`src/rtl/mips_pkg.sv`:
```
// Shared encodings for the MIPS core: multiply/divide opcodes and the HI/LO unit state.
package mips_pkg;

  typedef enum logic [2:0] {
    OP_MULT  = 3'b000,
    OP_MULTU = 3'b001,
    OP_DIV   = 3'b010,
    OP_DIVU  = 3'b011,
    OP_MTHI  = 3'b100,
    OP_MTLO  = 3'b101,
    OP_NOP0  = 3'b110,
    OP_NOP1  = 3'b111
  } md_op_e;

  typedef enum logic [1:0] {
    ST_IDLE = 2'd0,
    ST_RUN  = 2'd1,
    ST_FIN  = 2'd2
  } md_state_e;

endpackage

```
`src/rtl/sc_md_core.sv`:
```
// Iteration datapath for mult/div: magnitude registers, 2*WIDTH accumulator,
// one shift-add / restoring-subtract step per cycle, and the final sign fixup.
module sc_md_core #(
  parameter int WIDTH = 32
) (
  input  logic             clk,
  input  logic             reset_n,
  input  logic             load,
  input  logic             step,
  input  logic             div_op,
  input  logic             sgn_op,
  input  logic [WIDTH-1:0] a,
  input  logic [WIDTH-1:0] b,
  output logic [WIDTH-1:0] res_hi,
  output logic [WIDTH-1:0] res_lo
);

  logic [2*WIDTH-1:0] acc;
  logic [WIDTH-1:0]   ma, mb;
  logic               is_div, neg_q, neg_r;

  logic               sa, sb;
  logic [WIDTH-1:0]   abs_a, abs_b;
  logic [WIDTH:0]     upper, msum;
  logic [WIDTH+1:0]   diff;
  logic               q_bit;
  logic [WIDTH-1:0]   rem_n;
  logic [2*WIDTH-1:0] prod;

  always_comb begin
    sa    = sgn_op & a[WIDTH-1];
    sb    = sgn_op & b[WIDTH-1];
    abs_a = sa ? -a : a;
    abs_b = sb ? -b : b;
    // Division: next dividend bit shifts into the partial remainder.
    upper = {acc[2*WIDTH-1:WIDTH], ma[WIDTH-1]};
    diff  = {1'b0, upper} - {2'b00, mb};
    q_bit = ~diff[WIDTH+1];
    rem_n = q_bit ? diff[WIDTH-1:0] : upper[WIDTH-1:0];
    msum  = {1'b0, acc[2*WIDTH-1:WIDTH]} + (mb[0] ? {1'b0, ma} : '0);
    prod  = neg_q ? -acc : acc;
    if (is_div) begin
      res_lo = neg_q ? -acc[WIDTH-1:0] : acc[WIDTH-1:0];
      res_hi = neg_r ? -acc[2*WIDTH-1:WIDTH] : acc[2*WIDTH-1:WIDTH];
    end else begin
      res_lo = prod[WIDTH-1:0];
      res_hi = prod[2*WIDTH-1:WIDTH];
    end
  end

  always_ff @(posedge clk or negedge reset_n) begin
    if (!reset_n) begin
      acc    <= '0;
      ma     <= '0;
      mb     <= '0;
      is_div <= 1'b0;
      neg_q  <= 1'b0;
      neg_r  <= 1'b0;
    end else if (load) begin
      acc    <= '0;
      ma     <= abs_a;
      mb     <= abs_b;
      is_div <= div_op;
      // Divide-by-zero: quotient stays all ones and the remainder negation
      // restores the original dividend.
      neg_q  <= (sa ^ sb) & ~(div_op && b == '0);
      neg_r  <= sa;
    end else if (step) begin
      if (is_div) begin
        ma  <= ma << 1;
        acc <= {rem_n, acc[WIDTH-2:0], q_bit};
      end else begin
        mb  <= mb >> 1;
        acc <= {msum, acc[WIDTH-1:1]};
      end
    end
  end

endmodule

```
`src/rtl/sc_mul_div_unit.sv`:
```
// HI/LO multiply/divide unit: IDLE/RUN/FIN control, iteration counter and the
// architectural HI/LO registers around the sc_md_core datapath.
module sc_mul_div_unit
  import mips_pkg::*;
#(
  parameter int WIDTH = 32,
  parameter int CNT_W = 5
) (
  input  logic             clk,
  input  logic             reset_n,
  input  logic             enable,
  input  logic             start,
  input  logic [2:0]       op,
  input  logic [WIDTH-1:0] operand_a,
  input  logic [WIDTH-1:0] operand_b,
  output logic [WIDTH-1:0] hi,
  output logic [WIDTH-1:0] lo,
  output logic             busy,
  output logic             done
);

  md_state_e        state;
  logic [CNT_W-1:0] cnt;
  logic             accept, md_go, step;
  logic [WIDTH-1:0] res_hi, res_lo;

  always_comb begin
    accept = enable & start & (state == ST_IDLE);
    md_go  = accept & ~op[2];
    step   = enable & (state == ST_RUN);
  end

  sc_md_core #(.WIDTH(WIDTH)) u_core (
    .clk    (clk),
    .reset_n(reset_n),
    .load   (md_go),
    .step   (step),
    .div_op (op[1]),
    .sgn_op (~op[0]),
    .a      (operand_a),
    .b      (operand_b),
    .res_hi (res_hi),
    .res_lo (res_lo)
  );

  always_ff @(posedge clk or negedge reset_n) begin
    if (!reset_n) begin
      state <= ST_IDLE;
      cnt   <= '0;
      hi    <= '0;
      lo    <= '0;
      busy  <= 1'b0;
      done  <= 1'b0;
    end else if (enable) begin
      done <= 1'b0;
      case (state)
        ST_IDLE: if (start) begin
          case (md_op_e'(op))
            OP_MULT, OP_MULTU, OP_DIV, OP_DIVU: begin
              state <= ST_RUN;
              cnt   <= '0;
              busy  <= 1'b1;
            end
            OP_MTHI: hi <= operand_a;
            OP_MTLO: lo <= operand_a;
            default: ;
          endcase
        end
        ST_RUN: begin
          cnt <= cnt + 1'b1;
          if (cnt == CNT_W'(WIDTH - 1)) state <= ST_FIN;
        end
        ST_FIN: begin
          hi    <= res_hi;
          lo    <= res_lo;
          busy  <= 1'b0;
          done  <= 1'b1;
          state <= ST_IDLE;
        end
        default: state <= ST_IDLE;
      endcase
    end
  end

endmodule

```
`config.mk`:
```
export PLATFORM = sky130hd
export DESIGN_NAME = sc_mul_div_unit
export DESIGN_NICKNAME = d
export VERILOG_FILES = /design/src/rtl/mips_pkg.sv /design/src/rtl/sc_md_core.sv /design/src/rtl/sc_mul_div_unit.sv
export SDC_FILE = /design/constraint.sdc
export NUM_CORES = 1
export LEC_CHECK = 0
export CAP_MARGIN = 20
export CORE_MARGIN = 10
export CORE_UTILIZATION = 55
export DETAILED_ROUTE_END_ITERATION = 12
export PLACE_DENSITY_LB_ADDON = 0.15
export SYNTH_ARGS = -nofsm -noshare
export SYNTH_HDL_FRONTEND = slang
export SYNTH_SLANG_ARGS = --single-unit
```
`constraint.sdc`:
```
create_clock -name clk -period 5 [get_ports clk]
set_clock_uncertainty 0.2 [all_clocks]
set_input_delay 1 -clock clk [delete_from_list [all_inputs] [get_ports clk]]
set_output_delay 1 -clock clk [all_outputs]
set_load 0.01 [all_outputs]
```
# Word-level counts from Yosys, hierarchy flattened
# Cells that the tools add are included.
dict set report op_classes {
  n_bitwise 12
  n_eq_ne 14
  muxes 35
  n_reduce_logical 16
  addsub 8
}
# cell n
set ops {}
lappend ops {{$mux W32} 18}
lappend ops {{$mux W64} 4}
lappend ops {{$neg A32 Y32} 4}
lappend ops {{$pmux W32 S2} 2}
lappend ops {{$neg A64 Y64} 1}
lappend ops {{$sub A33 B32 Y34} 1}
lappend ops {{$add A32 B33 Y33} 1}
lappend ops {{$logic_not A32 Y1} 1}
lappend ops {{$reduce_and A4 Y1} 5}
lappend ops {{$mux W5} 2}
lappend ops {{$pmux W5 S2} 1}
lappend ops {{$ne A2 B1 Y1 const B} 4}
lappend ops {{$reduce_bool A2 Y1} 4}
lappend ops {{$and A1 B1 Y1} 7}
lappend ops {{$eq A3 B2 Y1 const B} 2}
lappend ops {{$eq A3 B3 Y1 const B} 2}
lappend ops {{$mux W2} 3}
lappend ops {{$add A5 B1 Y5 const B} 1}
lappend ops {{$eq A5 B5 Y1 const B} 1}
lappend ops {{$ne A2 B2 Y1 const B} 2}
lappend ops {{$not A1 Y1} 4}
lappend ops {{$pmux W2 S2} 1}
lappend ops {{$reduce_and A2 Y1} 2}
lappend ops {{$reduce_or A4 Y1} 1}
lappend ops {{other kinds (9)} 11}
dict set report word_totals {
  ff_bits 204
  output_inout_bits 66
  word_cells 97
  input_bits 71
}

# Depth between registers and ports, before layout
dict set report depth {
  word_depth 5
  depth_mapped 14
}

# Cells and area by module
# From an unflattened synthesis, not the netlist that was laid out.
dict set report unflattened {
  cells_unflattened 1917
  hier_area_um2 16623.4
}
# mod n_inst area_per_inst_um2 cells_per_inst seq_area_each_um2
set by_module_without_submodules {}
lappend by_module_without_submodules {sc_md_core 1 12972.4 1663 3278.1}
lappend by_module_without_submodules {sc_mul_div_unit 1 3651.0 254 1826.8}

# Worst setup path after synthesis
# OpenSTA, ideal clock, no wires.
dict set report synth_path {
  kind {register -> register}
  start {register u_core.mb[0]}
  end {register u_core.acc[63]}
  setup_time_ns 0.067
  setup_slack_ns 1.767
  t_arrival_ns 2.966
  stages_incl_launch_ff 15
  path_cell_list {dfrtp_1 clkbuf_1 and2_1 ha_1 inv_1 fa_1 nand2b_1 a21oi_1 o211ai_1 and3_1 o21ai_0 a21boi_0 o31a_1 o221ai_1 o2111a_1}
}
dict set report synth_via {
  elab_chain_cells 5
  elab_cells_between_ends 7
}
# element line_no
set synth_lines {}
lappend synth_lines {{start, declared} sc_md_core.sv:19} ;# logic [WIDTH-1:0] ma, mb;
lappend synth_lines {{start signal, assigned} sc_md_core.sv:62} ;# mb <= abs_b;
lappend synth_lines {{start signal, assigned} sc_md_core.sv:73} ;# mb <= mb >> 1;
lappend synth_lines {{$mux W32 / $sub A33 B32 Y34 (equally long branches)} {sc_md_core.sv:40, sc_md_core.sv:37}}
lappend synth_lines {{$add A32 B33 Y33 / $mux W32 (equally long branches)} {sc_md_core.sv:40, sc_md_core.sv:39}}
lappend synth_lines {{$mux W64 *} sc_md_core.sv:69} ;# if (is_div) begin
lappend synth_lines {{$mux W64 *} sc_md_core.sv:68} ;# end else if (step) begin
lappend synth_lines {{$mux W64 *} sc_md_core.sv:59} ;# end else if (load) begin
lappend synth_lines {{end signal, assigned} sc_md_core.sv:71} ;# acc <= {rem_n, acc[WIDTH-2:0], q_bit};
lappend synth_lines {{end signal, assigned} sc_md_core.sv:74} ;# acc <= {msum, acc[WIDTH-1:1]};
lappend synth_lines {{end, declared} sc_md_core.sv:18} ;# logic [2*WIDTH-1:0] acc;
# Every way passes the cells marked *; elsewhere a longest branch is shown, timed or not. The select of a mux whose other input is x is not followed.
# A chain may end at the register's enable or synchronous reset.

# Worst setup path after layout
dict set report layout_path {
  start {register u_core.mb[0]}
  end {register u_core.acc[60]}
}
# Same word-level chain as after synthesis.

==> out/qor.csv <==
metric;value;unit
status;finished clean;
GP Congestion;0.977;
starting density of the core;0.561;
Cell Area, Synth;16200;um^2
htree depth;1;
HP Class;input port to async pin;
placed standard-cell area;17900;um^2
die span in x;192;um
met2 wire len;23900;um
storage element area;5110;um^2
postcts setup bufs;0;
final instance area;18700;um^2
Routed WL per cell;22.4;um
Fmax;240;MHz
pin count of the biggest net entering global routing;100;
vias in the first global route;14892;
Final WS setup;0.831;ns
Seq/Total Area, Yosys;0.314;
final worst-path cycle share;0.834;
DR top layer;met4;
CP peak stage delay;0.92;ns
Largest delay share family, worst path;compound AO/OA/AOI/OAI gates;
area of the multi-input gates;10400;um^2
CTS Hold Buffers Added;0;
Final Hold Viols;0;
filler cell count;2619;
Post-Synthesis Cells;2071;
WS Path Type;flop to flop;
required time worst endpoint;5.24;ns
met3 WL post-DR;5520;um
total number of vias;16003;
Async SR Flop Fraction;1.00;
PD cells;547;nW/um^2
Iteration-0 DRC Markers;1965;
Netlist cell types;81;
Die Area;36800;um^2
Main synth FF type;dfrtp_1;
setup violators final;0;
GRT overflow;0;
CP Max Fanout;34;
pre-CTS setup slack;0.915;ns
CTS Root Cell;clkbuf_16;
global-route wire length before repair;86900;um
synthesized area per cell;7.84;um^2
I/O pin count;137;
CP Capture Type;flop;
num rows;62;
core area;28900;um^2
Rel. slew slack;0.301;
I/O Buffers;136;
antenna violations before repair;0;
Yosys warning total;0;
slowest CP cell;dfrtp_1;
Final nets;2287;
number of flops mapped to enable cells by yosys;0;
cts bufs inserted;24;
Post-Route M1 WL;25400;um
worst slew pin tran;1.04;ns
Die Y;192;um
DR pass1 iterations;6;
Yosys reg bits;204;
Worst Setup Start Kind;flop;
hold_ws;0.276;ns
placed wire-length estimate;42500;um
layout cells sized above 1;0.0607;
final WL;57000;um
Clock Tree Buf Depth;3;
IR drop worst, VDD;0.353;mV
remaining antenna violation count after routing;0;
CTS sink cnt;204;
clock transition at the registers of the reported paths;0.06;ns
fin crit period;4.17;ns
RSZ-0062 raised after global routing;false;
vias per inst;6.30;
Lkg Pwr;7.89;nW
setup TNS;0;ns
area grow syn2layout;15.4;%
Cell Chain, Critical Path;ha_1 -> inv_1 -> fa_1 -> a21o_1 -> a221o_1 -> a21oi_2 -> o31a_1 -> o21ai_0 -> a31oi_1 -> xor2_1 -> nand3_1 -> a32o_1;
max-slew violation count;0;
number of diodes;0;
latest clock arrival within the worst-skew pair;0.54;ns
Buf+Inv Stages, Crit Path;1;
Net Count, Synth;2215;
# resized after CTS;0;
Max-Cap Viols;0;
DRC viols;0;
WP data arrival;4.41;ns
total track usage;0.300;
CTS tree;done;
[cells by family after synthesis]
group                      after synthesis  share of synthesized area
buffers and inverters                  197                     0.0474
AOI/OAI and AO/OA                      621                      0.241
muxes                                   56                     0.0351
xor gates and xnor gates               171                     0.0922
adders and majority gates               73                     0.0572
DFF                                    204                      0.314
and+or+nand+nor                        749                      0.213
[cell usage in the layout (no fill, tap or decap), drive strengths merged, types with 11 or more instances in the layout]
cell type	count
nand2	282
nor2	236
dfrtp	204
o21ai	167
a21oi	162
clkdlybuf4s50	135
xnor2	94
xor2	77
ha	71
inv	65
mux2i	49
a31oi	45
o31ai	43
a211oi	41
buf	41
and2	36
clkbuf	36
nand3	32
a21o	31
nor3	23
nand4	21
o211ai	20
nand2b	20
or3	19
a22oi	16
nor4	16
and3	12
o221ai	12
or2	12
o21a	11
nor2b	11
or4	11
[per-stage QoR]
| step | utilization | total power, mW | cells |
|---|---|---|---|
| floorplan | - | 6.60 | 2071 |
| global placement | 0.620 | 8.14 | 2501 |
| detailed placement | 0.620 | 8.23 | 2501 |
| CTS | 0.648 | 10.1 | 2542 |
| global route | 0.648 | 10.9 | 2542 |
| finish | 0.648 | 10.2 | 2542 |
[per-layer routing]
layer | track usage | vias up
met3 | 0.0499 | 117
li1 | - | 7497
met2 | 0.428 | 797
met4 | 0.110 | 0
met5 | 0 | -
met1 | 0.442 | 7592
[Yosys cell counts, drive strengths merged, types with 36 or more instances]
master,count,area (um^2)
a211oi,41,308
a21oi,162,818
a31oi,45,282
and2,36,225
clkbuf,111,417
dfrtp,204,5100
ha,71,888
inv,65,244
mux2i,49,490
nand2,282,1060
nor2,236,886
o21ai,167,840
o31ai,43,323
xnor2,94,823
xor2,77,674
[power breakdown]
part / total [mW] / internal, mW / switching, mW
clock network: 1.83 / 1.11 / 0.726
registers: 2.86 / 2.11 / 0.749
logic: 5.55 / 2.28 / 3.28
total: 10.2 / 5.49 / 4.75
[area by class of cell]
type	instances	area share
clock buffer	35	0.0370
clock inverter	6	0.00588
inverter	66	0.0132
multi-input combinational	1670	0.556
sequential	204	0.272
tap	384	0.0256
timing repair buffer	177	0.0899
[flip-flops by register name, indices dropped and copies added, names as in the netlist]
register	flops
u_core.acc	64
hi	32
lo	32
u_core.ma	32
u_core.mb	32
cnt	5
state	2
busy	1
done	1
u_core.is_div	1
u_core.neg_q	1
u_core.neg_r	1
[path summary, 6_finish.rpt]
| path | endpoint | slack [ns] | start | cells after the start |
|---|---|---|---|---|
| max reg2reg | u_core.acc[60]$_DFFE_PN0P_ | 0.83 | u_core.mb[0]$_DFFE_PN0P_ | 12 |
| min | u_core.ma[18]$_DFFE_PN0P_ | 0.28 | reset_n | 1 |
| min reg2reg | hi[30]$_DFFE_PN0P_ | 0.28 | hi[30]$_DFFE_PN0P_ | 2 |
| max | u_core.acc[60]$_DFFE_PN0P_ | 0.83 | u_core.mb[0]$_DFFE_PN0P_ | 12 |
| max in group asynchronous | u_core.is_div$_DFFE_PN0P_ | 3.32 | reset_n | 2 |
| min in group clk | hi[30]$_DFFE_PN0P_ | 0.28 | hi[30]$_DFFE_PN0P_ | 2 |
No activity file was read; power rests on OpenSTA's default activity.
